**src/rtl/rc_sched_pkg.sv**
```systemverilog
// ---------------------------------------------------------------------------
// rc_sched_pkg
//   Shared types and widths for the RC high-pass channel scheduler.
//   Contents:
//     rc_state_e  - scheduler FSM states
//     COEF_W      - coefficient width (unsigned Q0.16)
//     SAMPLE_W    - audio sample width (signed)
//     SUM_W       - width of the shifted products and of the difference sum
//     PROD_W      - width of the signed multiplier results
//     sat16()     - clamp a SUM_W value into the signed 16-bit range
// ---------------------------------------------------------------------------
package rc_sched_pkg;

   typedef enum logic [2:0] {
      IDLE      = 3'd0,
      LATCH     = 3'd1,
      LEAK_MUL  = 3'd2,
      ALPHA_MUL = 3'd3,
      WRITE     = 3'd4
   } rc_state_e;

   localparam int COEF_W   = 16;
   localparam int SAMPLE_W = 16;
   localparam int SUM_W    = 18;
   localparam int PROD_W   = 34;

   function automatic logic signed [SAMPLE_W-1:0] sat16(input logic signed [SUM_W-1:0] v);
      logic signed [SAMPLE_W-1:0] r;
      if (v > 18'sd32767) begin
         r = 16'sh7FFF;
      end else if (v < -18'sd32768) begin
         r = 16'sh8000;
      end else begin
         r = v[SAMPLE_W-1:0];
      end
      return r;
   endfunction

endpackage

```
**src/rtl/rc_step_datapath.sv**
```systemverilog
// ---------------------------------------------------------------------------
// rc_step_datapath
//   Registered two-multiply leaky high-pass step, one stage per enable:
//     leak_en : t <= (leak * y_prev) >>> 16
//     alpha_en: y <= (alpha * (t + x - x_prev)) >>> 16
//   Coefficients are unsigned Q0.16 and are zero-extended before the
//   signed multiplies. Shifts are arithmetic (floor toward -inf).
// Ports:
//   clk, reset      clock, synchronous active-high reset
//   leak_en         load the leak-product stage
//   alpha_en        load the alpha-product stage
//   leak, alpha     coefficients for the channel being processed
//   y_prev          previous output of that channel
//   x, x_prev       current and previous input of that channel
//   y               step result, SUM_W bits (narrowed by the caller)
// ---------------------------------------------------------------------------
module rc_step_datapath
   import rc_sched_pkg::*;
(
   input  logic                       clk,
   input  logic                       reset,
   input  logic                       leak_en,
   input  logic                       alpha_en,
   input  logic [COEF_W-1:0]          leak,
   input  logic [COEF_W-1:0]          alpha,
   input  logic signed [SAMPLE_W-1:0] y_prev,
   input  logic signed [SAMPLE_W-1:0] x,
   input  logic signed [SAMPLE_W-1:0] x_prev,
   output logic signed [SUM_W-1:0]    y
);

   logic signed [PROD_W-1:0] leak_ext, alpha_ext, y_prev_ext, s_ext;
   logic signed [PROD_W-1:0] p1, p2;
   logic signed [SUM_W-1:0]  x_ext, x_prev_ext, s;
   logic signed [SUM_W-1:0]  t_d, t_q, y_d, y_q;

   always_comb begin
      leak_ext   = {{(PROD_W-COEF_W){1'b0}}, leak};
      alpha_ext  = {{(PROD_W-COEF_W){1'b0}}, alpha};
      y_prev_ext = {{(PROD_W-SAMPLE_W){y_prev[SAMPLE_W-1]}}, y_prev};
      p1         = leak_ext * y_prev_ext;

      // |t| <= 32768 and |x - x_prev| <= 65535, so the sum fits SUM_W.
      x_ext      = {{(SUM_W-SAMPLE_W){x[SAMPLE_W-1]}}, x};
      x_prev_ext = {{(SUM_W-SAMPLE_W){x_prev[SAMPLE_W-1]}}, x_prev};
      s          = t_q + x_ext - x_prev_ext;
      s_ext      = {{(PROD_W-SUM_W){s[SUM_W-1]}}, s};
      p2         = alpha_ext * s_ext;

      t_d = t_q;
      y_d = y_q;
      if (leak_en) begin
         t_d = SUM_W'(p1 >>> 16);
      end
      if (alpha_en) begin
         y_d = SUM_W'(p2 >>> 16);
      end
   end

   always_ff @(posedge clk) begin
      if (reset) begin
         t_q <= '0;
         y_q <= '0;
      end else begin
         t_q <= t_d;
         y_q <= y_d;
      end
   end

   assign y = y_q;

endmodule

```
**src/rtl/rc_filter_channel_scheduler.sv**
```systemverilog
// ---------------------------------------------------------------------------
// rc_filter_channel_scheduler
//   Shares one leaky RC high-pass step datapath across NUM_CH channels.
//   Each audio_clk_en frame: latch all inputs and snapshot coefficients,
//   walk channels through LEAK_MUL -> ALPHA_MUL -> WRITE, then present all
//   outputs at once with a one-cycle out_valid.
//   Build option: define RC_SCHED_SATURATION_EN to clamp each result to the
//   signed 16-bit range; otherwise results wrap (low 16 bits kept).
// Ports:
//   clk, reset     clock, synchronous active-high reset
//   audio_clk_en   one-cycle frame strobe
//   in             NUM_CH signed 16-bit samples, channel k at [16k+15:16k]
//   out            NUM_CH filtered samples, same packing, held between frames
//   out_valid      one-cycle pulse when out updates
//   busy           high from LATCH through the last WRITE
//   overrun        one-cycle pulse (cycle after) for a strobe seen while busy
//   cfg_we/cfg_sel/cfg_ch/cfg_data  coefficient write (sel 0 = alpha, 1 = leak)
//   dbg_state      current FSM state
// Handshake: audio_clk_en is a fire-and-forget strobe, accepted only in IDLE;
//   out_valid is a one-cycle qualifier with no back-pressure.
// ---------------------------------------------------------------------------
module rc_filter_channel_scheduler
   import rc_sched_pkg::*;
#(
   parameter int          NUM_CH        = 4,
   parameter logic [15:0] ALPHA_DEFAULT = 16'hF000,
   parameter logic [15:0] LEAK_DEFAULT  = 16'hFFF0
) (
   input  logic                                            clk,
   input  logic                                            reset,
   input  logic                                            audio_clk_en,
   input  logic [SAMPLE_W*NUM_CH-1:0]                      in,
   output logic [SAMPLE_W*NUM_CH-1:0]                      out,
   output logic                                            out_valid,
   output logic                                            busy,
   output logic                                            overrun,
   input  logic                                            cfg_we,
   input  logic                                            cfg_sel,
   input  logic [((NUM_CH > 1) ? $clog2(NUM_CH) : 1)-1:0]  cfg_ch,
   input  logic [COEF_W-1:0]                               cfg_data,
   output logic [2:0]                                      dbg_state
);

   localparam int CH_W = (NUM_CH > 1) ? $clog2(NUM_CH) : 1;

   rc_state_e state_d, state_q;
   logic [CH_W-1:0] ch_d, ch_q;
   logic [SAMPLE_W*NUM_CH-1:0] out_d, out_q;
   logic out_valid_d, out_valid_q;
   logic overrun_d, overrun_q;

   // Live coefficients (written by cfg) and per-frame shadows used by the datapath.
   logic [COEF_W-1:0] alpha_d[NUM_CH], alpha_q[NUM_CH];
   logic [COEF_W-1:0] leak_d[NUM_CH], leak_q[NUM_CH];
   logic [COEF_W-1:0] alpha_sh_d[NUM_CH], alpha_sh_q[NUM_CH];
   logic [COEF_W-1:0] leak_sh_d[NUM_CH], leak_sh_q[NUM_CH];

   logic signed [SAMPLE_W-1:0] x_lat_d[NUM_CH], x_lat_q[NUM_CH];
   logic signed [SAMPLE_W-1:0] x_prev_d[NUM_CH], x_prev_q[NUM_CH];
   logic signed [SAMPLE_W-1:0] y_prev_d[NUM_CH], y_prev_q[NUM_CH];

   logic busy_w;
   logic signed [SUM_W-1:0]    y_dp;
   logic signed [SAMPLE_W-1:0] y_narrow;

   assign busy_w = (state_q != IDLE);

   rc_step_datapath u_step (
      .clk      (clk),
      .reset    (reset),
      .leak_en  (state_q == LEAK_MUL),
      .alpha_en (state_q == ALPHA_MUL),
      .leak     (leak_sh_q[ch_q]),
      .alpha    (alpha_sh_q[ch_q]),
      .y_prev   (y_prev_q[ch_q]),
      .x        (x_lat_q[ch_q]),
      .x_prev   (x_prev_q[ch_q]),
      .y        (y_dp)
   );

`ifdef RC_SCHED_SATURATION_EN
   assign y_narrow = sat16(y_dp);
`else
   assign y_narrow = SAMPLE_W'(y_dp);
`endif

   always_comb begin
      state_d     = state_q;
      ch_d        = ch_q;
      out_d       = out_q;
      out_valid_d = 1'b0;
      overrun_d   = audio_clk_en && busy_w;
      alpha_d     = alpha_q;
      leak_d      = leak_q;
      alpha_sh_d  = alpha_sh_q;
      leak_sh_d   = leak_sh_q;
      x_lat_d     = x_lat_q;
      x_prev_d    = x_prev_q;
      y_prev_d    = y_prev_q;

      // Live registers only; the LATCH snapshot below reads the _q copies,
      // so a write coinciding with LATCH lands in the following frame.
      if (cfg_we && (32'(cfg_ch) < NUM_CH)) begin
         if (cfg_sel) begin
            leak_d[cfg_ch] = cfg_data;
         end else begin
            alpha_d[cfg_ch] = cfg_data;
         end
      end

      case (state_q)
         IDLE: begin
            if (audio_clk_en) begin
               state_d = LATCH;
            end
         end
         LATCH: begin
            for (int k = 0; k < NUM_CH; k++) begin
               x_lat_d[k] = in[SAMPLE_W*k +: SAMPLE_W];
            end
            alpha_sh_d = alpha_q;
            leak_sh_d  = leak_q;
            ch_d       = '0;
            state_d    = LEAK_MUL;
         end
         LEAK_MUL: begin
            state_d = ALPHA_MUL;
         end
         ALPHA_MUL: begin
            state_d = WRITE;
         end
         WRITE: begin
            y_prev_d[ch_q] = y_narrow;
            x_prev_d[ch_q] = x_lat_q[ch_q];
            if (ch_q == CH_W'(NUM_CH - 1)) begin
               // Publish all channels together, including the one just written.
               for (int k = 0; k < NUM_CH; k++) begin
                  out_d[SAMPLE_W*k +: SAMPLE_W] = y_prev_d[k];
               end
               out_valid_d = 1'b1;
               state_d     = IDLE;
            end else begin
               ch_d    = ch_q + CH_W'(1);
               state_d = LEAK_MUL;
            end
         end
         default: begin
            state_d = IDLE;
         end
      endcase
   end

   always_ff @(posedge clk) begin
      if (reset) begin
         state_q     <= IDLE;
         ch_q        <= '0;
         out_q       <= '0;
         out_valid_q <= 1'b0;
         overrun_q   <= 1'b0;
         for (int k = 0; k < NUM_CH; k++) begin
            alpha_q[k]    <= ALPHA_DEFAULT;
            leak_q[k]     <= LEAK_DEFAULT;
            alpha_sh_q[k] <= ALPHA_DEFAULT;
            leak_sh_q[k]  <= LEAK_DEFAULT;
            x_lat_q[k]    <= '0;
            x_prev_q[k]   <= '0;
            y_prev_q[k]   <= '0;
         end
      end else begin
         state_q     <= state_d;
         ch_q        <= ch_d;
         out_q       <= out_d;
         out_valid_q <= out_valid_d;
         overrun_q   <= overrun_d;
         alpha_q     <= alpha_d;
         leak_q      <= leak_d;
         alpha_sh_q  <= alpha_sh_d;
         leak_sh_q   <= leak_sh_d;
         x_lat_q     <= x_lat_d;
         x_prev_q    <= x_prev_d;
         y_prev_q    <= y_prev_d;
      end
   end

   assign out       = out_q;
   assign out_valid = out_valid_q;
   assign busy      = busy_w;
   assign overrun   = overrun_q;
   assign dbg_state = state_q;

endmodule
```
**config.mk**
```make
export PLATFORM = sky130hd
export DESIGN_NAME = rc_filter_channel_scheduler
export DESIGN_NICKNAME = d
export VERILOG_FILES = /design/src/rtl/rc_sched_pkg.sv /design/src/rtl/rc_step_datapath.sv /design/src/rtl/rc_filter_channel_scheduler.sv
export SDC_FILE = /design/constraint.sdc
export NUM_CORES = 2
export LEC_CHECK = 0
export BUFFER_PORTS_ARGS = -buffer_cell sky130_fd_sc_hd__buf_2
export CAP_MARGIN = 20
export CORE_ASPECT_RATIO = 1.5
export CORE_MARGIN = 2
export CORE_UTILIZATION = 31
export DETAILED_ROUTE_END_ITERATION = 8
export GPL_ROUTABILITY_DRIVEN = 0
export PLACE_DENSITY_LB_ADDON = 0.25
export SYNTH_ARGS = -nofsm -noshare
export SYNTH_HDL_FRONTEND = slang
export SYNTH_SLANG_ARGS = --single-unit
export TNS_END_PERCENT = 50
```
**constraint.sdc**
```tcl
create_clock -name clk -period 29.6 [get_ports clk]
set_input_delay 1.48 -clock clk [delete_from_list [all_inputs] [get_ports clk]]
set_output_delay 1.48 -clock clk [all_outputs]
set_load 0.01 [all_outputs]
```
Word-level counts from Yosys, hierarchy flattened
Cells that the tools add are included.

Register bits after elaboration: 553. Output and inout bits: 70. Logic and storage cells: 95.

Add/sub/neg operators: 3. $mul: 2. Order comparisons: 4. Equal/unequal tests: 7. Muxes and demuxes: 29. Bitwise gates (word level): 4. Reductions and logical operators: 11.

Operators with widths (number): $bwmux W64 (4); $mux W16 (12); $bmux W16 S2 (5); $demux W16 S2 (2); $mul A17 B16 Y33 (1); $mul A17 B18 Y32 (1); $add A18 B16 Y18 (1); $sub A18 B16 Y18 (1); $pmux W3 S5 (1); $reduce_and A2 Y1 (4); $eq A3 B2 Y1 const B (2); $ge A3 B3 Y1 const B (2); $lt A3 B1 Y1 const B (2); $not A2 Y3 (2); $mux W2 (2); $ne A2 B2 Y1 const B (2); $pmux W2 S2 (1); $eq A3 B1 Y1 const B (1); $eq A3 B3 Y1 const B (1); $logic_and A1 B1 Y1 (3); $logic_not A3 Y1 (1); $mux W3 (1); $reduce_bool A3 Y1 (1); $add A2 B1 Y2 const B (1); other kinds (5) (6).

Logic depth before layout (Yosys ltp)
Depth after elaboration: 7. Mapped depth: 42. Mapped depth without buffers: 38.

Modules after synthesis
Synthesis repeated with hierarchy kept, for this count alone.

Cell total of the unflattened synthesis: 4840. Area total of the unflattened synthesis: 42548.3 um2.

Modules (own cells, without submodules): rc_step_datapath (times used 1, cells an instance 2464, area an instance 21708.3 um2, seq. area each 700.7 um2); rc_filter_channel_scheduler (times used 1, cells an instance 2376, area an instance 20840.0 um2, seq. area each 10390.0 um2).

Least setup slack after synthesis
Ideal clock, no wire load.

Kind: flip-flop to flip-flop. From: reg ch_q[0]. To: reg u_step.y_q[15], in the netlist u_step.y[15]. Setup time: 0.091 ns. Arrival time: 10.192 ns. Slack: 19.317 ns. Stages on the path, launching flop included: 42. Period minus slack after synthesis: 10.283 ns. Cells stage by stage: dfxtp_1 -> buf_4 -> buf_2 -> buf_4 -> buf_2 -> buf_2 -> buf_2 -> mux4_2 -> fa_1 -> inv_1 -> ha_1 -> a21o_1 -> a21oi_1 -> a21oi_1 -> o21ai_0 -> nand2b_1 -> a21o_1 -> a21o_1 -> [6 not listed] -> inv_1 -> fa_1 -> fa_1 -> inv_1 -> fa_1 -> inv_1 -> ha_1 -> a21o_1 -> a21oi_1 -> o21ai_0 -> o211ai_1 -> and3_1 -> or2_1 -> o2111ai_2 -> a21o_1 -> a21o_1 -> a21o_1 -> a311oi_1.

Longest elaborated chain between the ends: 7.

RTL lines: from (decl) (RTL line rc_filter_channel_scheduler.sv:47) `logic [CH_W-1:0] ch_d, ch_q;`; from (signal assigned) (RTL line rc_filter_channel_scheduler.sv:171) `ch_q <= ch_d;`; $not A2 Y3 (implied by the code) * (RTL line rc_filter_channel_scheduler.sv:74, rc_filter_channel_scheduler.sv:76, rc_filter_channel_scheduler.sv:77); $bmux W16 S2 (RTL line rc_filter_channel_scheduler.sv:76) `.x (x_lat_q[ch_q]),`; $mux W16 (implied by the code) (2 in a row) (RTL line rc_filter_channel_scheduler.sv:76); $add A18 B16 Y18 (RTL line rc_step_datapath.sv:46) `s = t_q + x_ext - x_prev_ext;`; $sub A18 B16 Y18 (RTL line rc_step_datapath.sv:46); $mul A17 B18 Y32 * (RTL line rc_step_datapath.sv:48) `p2 = alpha_ext * s_ext;`; to (signal assigned) (RTL line rc_step_datapath.sv:66) `y_q <= y_d;`; to (decl) (RTL line rc_step_datapath.sv:35) `logic signed [SUM_W-1:0] t_d, t_q, y_d, y_q;`.

Every way passes the cells marked *; elsewhere a longest branch is shown, timed or not. The select of a mux whose other input is x is not followed. A chain may end at the register's enable or synchronous reset.

Final worst setup path
Same ends and word-level chain as after synthesis.

==> results by group <==
Critical path
  – Worst path slowest cell: dfxtp_4
  – CP Class: reg2reg
  – R2R Path Start: ch_q[0]
  – Critical Path RT: 30.17 ns
  – Data arrival time of the critical path: 10.57 ns
  – Worst R2R End: u_step.y[15]
  – Worst Reg-to-Reg Cells: 36
  – CP peak stage delay: 0.77 ns
  – Setup crit end kind: flip-flop
  – Critical path startpoint: ch_q[0]
  – Critical path startpoint category: flip-flop
  – R2r setup slk: 19.60 ns
  – Maximum fanout along the worst path: 30

Timing
  – Fin crit period: 9.996 ns
  – Max Fclk: 100.0 MHz
  – Fin Setup TNS: 0 ns
  – Final WS setup: 19.60 ns
  – Final hold vios: 0
  – Unrepaired setup endpoints after global routing: no
  – Max-slew headroom: 24.82%
  – Fin. max-slew vios: 0
  – Slew @ Worst Pin: 1.122 ns
  – Final setup fails: 0
  – Final critical-path share of the clock period: 33.77%
  – Worst Skew: 0.04058 ns

Place
  – # placed instances: 6374
  – Port-buffer cells: 156
  – Post-Place Worst Slack: 19.62 ns
  – Dpl hpwl: 94510 um

Worst hold path
  – HP Class: reg2reg
  – Worst hold endpoint: alpha_sh_q[33]
  – Hold Crit Start: alpha_q[33]
  – Worst hold stages: 2

Clock network
  – CTS tree: built
  – Clk Latency, worst-skew pair: 0.67 ns
  – Post_cts resized: 0
  – Post-CTS setup buffers: 0
  – H-tree depth: 2
  – Deepest clock path buffer count: 3
  – CTS sink cnt: 552
  – Num CTS Buffers: 59
  – Worst-path clk slew: 0.07 ns
  – Post-CTS Hold Buffers: 0
  – Root buf cell: clkbuf_16

Pwr
  – Pleak: 19.41 nW
  – Maximum vdd ir drop: 202.6 uV
  – Final Power: 4.193 mW
  – P per Cell Area: 92.33 nW/um^2

GRT
  – GR peak layer: met2
  – Initial antenna violation count: 4
  – Grt met3 use: 2.400%
  – GR met2 Demand/Resource: 34.51%
  – Congestion Overflow GR: 0
  – Grt met1 use: 23.30%
  – Largest net degree at the start of global routing: 104
  – Vias in the first global route: 32526
  – Total track usage: 19.22%
  – First-pass GRT wire length: 198600 um

Synth
  – Post-synth ARST share: 0%
  – Mapped Cells: 4743
  – Post-synthesis sequential area ratio: 26.86%
  – Yosys reg bits: 552
  – Post-synth EDFFs: 0
  – Syn nets: 5530
  – Top_reg_cell synth: dfxtp_1
  – Synth cell types: 66
  – Ys Warns: 0
  – Post-Syn Area: 41140 sq um
  – Avg Cell Area, Syn: 8.674 sq um

Flow run
  – Max_cap viols: 0

Outcome
  – Outcome: finished clean

Floorplan
  – Die Width: 301.4 um
  – Die Outline Area: 135700 sq um
  – Core area: 131500 sq um
  – Die Ht: 450.2 um
  – Site Rows: 163
  – Starting density of the core: 31.27%
  – Io pins: 157

Cells and area
  – Fillers: 13822
  – Share of cells above drive strength 1: 8.800%
  – FF+latch area: 11060 sq um
  – Footprint of the multi-input gates: 26660 sq um
  – Synth-to-Final Area Change: 10.38%
  – Non-Filler Instances: 6483
  – Layout Nets: 5490

Route
  – Via count: 31509
  – Final wirelength: 130100 um
  – Via-to-Cell Ratio: 4.860
  – DRC viols: 0
  – WL/cell: 20.06 um
  – Post-DRT Antenna Nets: 0
  – Number of DRC markers in iteration 0: 1954
  – DR pass1 iterations: 5
[cell usage after synthesis, types with 3 or more instances]
library cell,number,share of area [%]
a211o_1,40,0.85
a211oi_1,50,0.91
a21o_1,29,0.53
a21oi_1,383,4.7
a22o_1,3,0.064
and2_0,3,0.046
and2_1,151,2.3
and3_1,5,0.076
buf_1,13,0.12
buf_2,9,0.11
buf_4,3,0.055
clkbuf_1,266,2.4
clkbuf_2,10,0.12
dfxtp_1,552,27
fa_1,474,23
ha_1,226,6.9
inv_1,633,5.8
mux2_2,7,0.19
mux2i_1,67,1.6
mux4_2,75,4.1
nand2_1,1171,11
nand2b_1,24,0.36
nand3_1,17,0.21
nand3b_1,95,1.7
nand4_1,9,0.14
nor2_1,193,1.8
nor2b_1,44,0.67
nor3_1,11,0.13
nor3b_1,4,0.073
o211ai_1,3,0.055
o21a_1,7,0.13
o21ai_0,22,0.27
o21ai_1,5,0.061
o21bai_1,5,0.091
or2_2,3,0.046
or3_1,5,0.076
xnor2_1,57,1.2
xor2_1,31,0.66
[logic make-up after synthesis]
kind of cell / count (synthesis) / share of synthesized area [%]
compound gates: 580 / 8.388
flops: 552 / 26.86
fa+ha+maj: 700 / 29.94
xor+xnor: 88 / 1.873
buf+inv: 934 / 8.607
mux: 149 / 5.928
simple gates: 1740 / 18.40
[worst max-delay path, delay by kind of cell (launching register included)]
kind	cells	cell delay, ns
flip-flops	1	0.77
AND/OR/NAND/NOR	5	0.77
AO/OA/AOI/OAI	14	2.58
adder cells (fa/ha/maj)	9	4.02
multiplexers	1	0.65
buffers and inverters	6	0.41
XOR/XNOR	1	0.65
[placed cells by master (no fill, tap or decap), types with 29 or more instances in the layout]
| cell type | count |
|---|---|
| a211o_1 | 40 |
| a211oi_1 | 50 |
| a21o_1 | 29 |
| a21oi_1 | 383 |
| and2_1 | 153 |
| buf_2 | 155 |
| buf_4 | 43 |
| clkbuf_16 | 60 |
| dfxtp_1 | 550 |
| fa_1 | 474 |
| ha_1 | 226 |
| inv_1 | 633 |
| mux2i_1 | 67 |
| mux4_2 | 75 |
| nand2_1 | 1167 |
| nand3b_1 | 95 |
| nor2_1 | 187 |
| nor2b_1 | 44 |
| xnor2_1 | 52 |
| xor2_1 | 30 |
[power breakdown]
group | leakage [nW] | switching [mW] | internal (mW)
registers | 4.48 | 0.0308 | 0.772
clock network | 0.981 | 0.341 | 0.441
logic | 14.0 | 1.57 | 1.04
[how the worst max path moves through the flow]
stage	slack, ns	cells after the start	to
finish	19.60	36	u_step.y[15]
global route	18.94	34	u_step.y[15]
CTS	19.57	30	u_step.y[15]
global placement	19.68	35	u_step.y[15]
detailed placement	19.62	30	u_step.y[15]
floorplan	19.32	41	u_step.y[15]
[per-layer routing]
| layer | vias to the layer above | share of wire, % |
|---|---|---|
| li1 | 14771 | - |
| met1 | 15785 | 40 |
| met2 | 722 | 51 |
| met3 | 229 | 4.6 |
| met4 | 2 | 3.9 |
| met5 | - | 0.010 |
[layout make-up]
cell class	instances	area share [%]
antenna	1	0.005511
clock buffer	85	3.778
clock inverter	23	0.6640
inverter	633	5.232
multi-input combinational	3257	58.71
sequential	552	24.35
tap	1732	4.772
timing repair buffer	200	2.485
[flip-flops by register name, indices dropped and copies added (netlist names)]
register,count
alpha_q,64
alpha_sh_q,64
ch_q,2
dbg_state,3
leak_q,64
leak_sh_q,64
out,64
out_valid,1
overrun,1
u_step.t_q,17
u_step.y,16
x_lat_q,64
x_prev_q,64
y_prev_q,64
[metrics by stage]
| step | instance area (sq um) | hold slack (ns) | utilization, % |
|---|---|---|---|
| after global placement | 43380 | 0.4369 | 32.97 |
| final | 45410 | 0.4480 | 34.52 |
| after global routing | 45410 | 0.4635 | 34.52 |
| after detailed placement | 43390 | 0.4415 | 32.99 |
| after floorplan | 41140 | 0.4312 | - |
| after CTS | 45410 | 0.4504 | 34.52 |
Power figures use the tool's default switching activity.
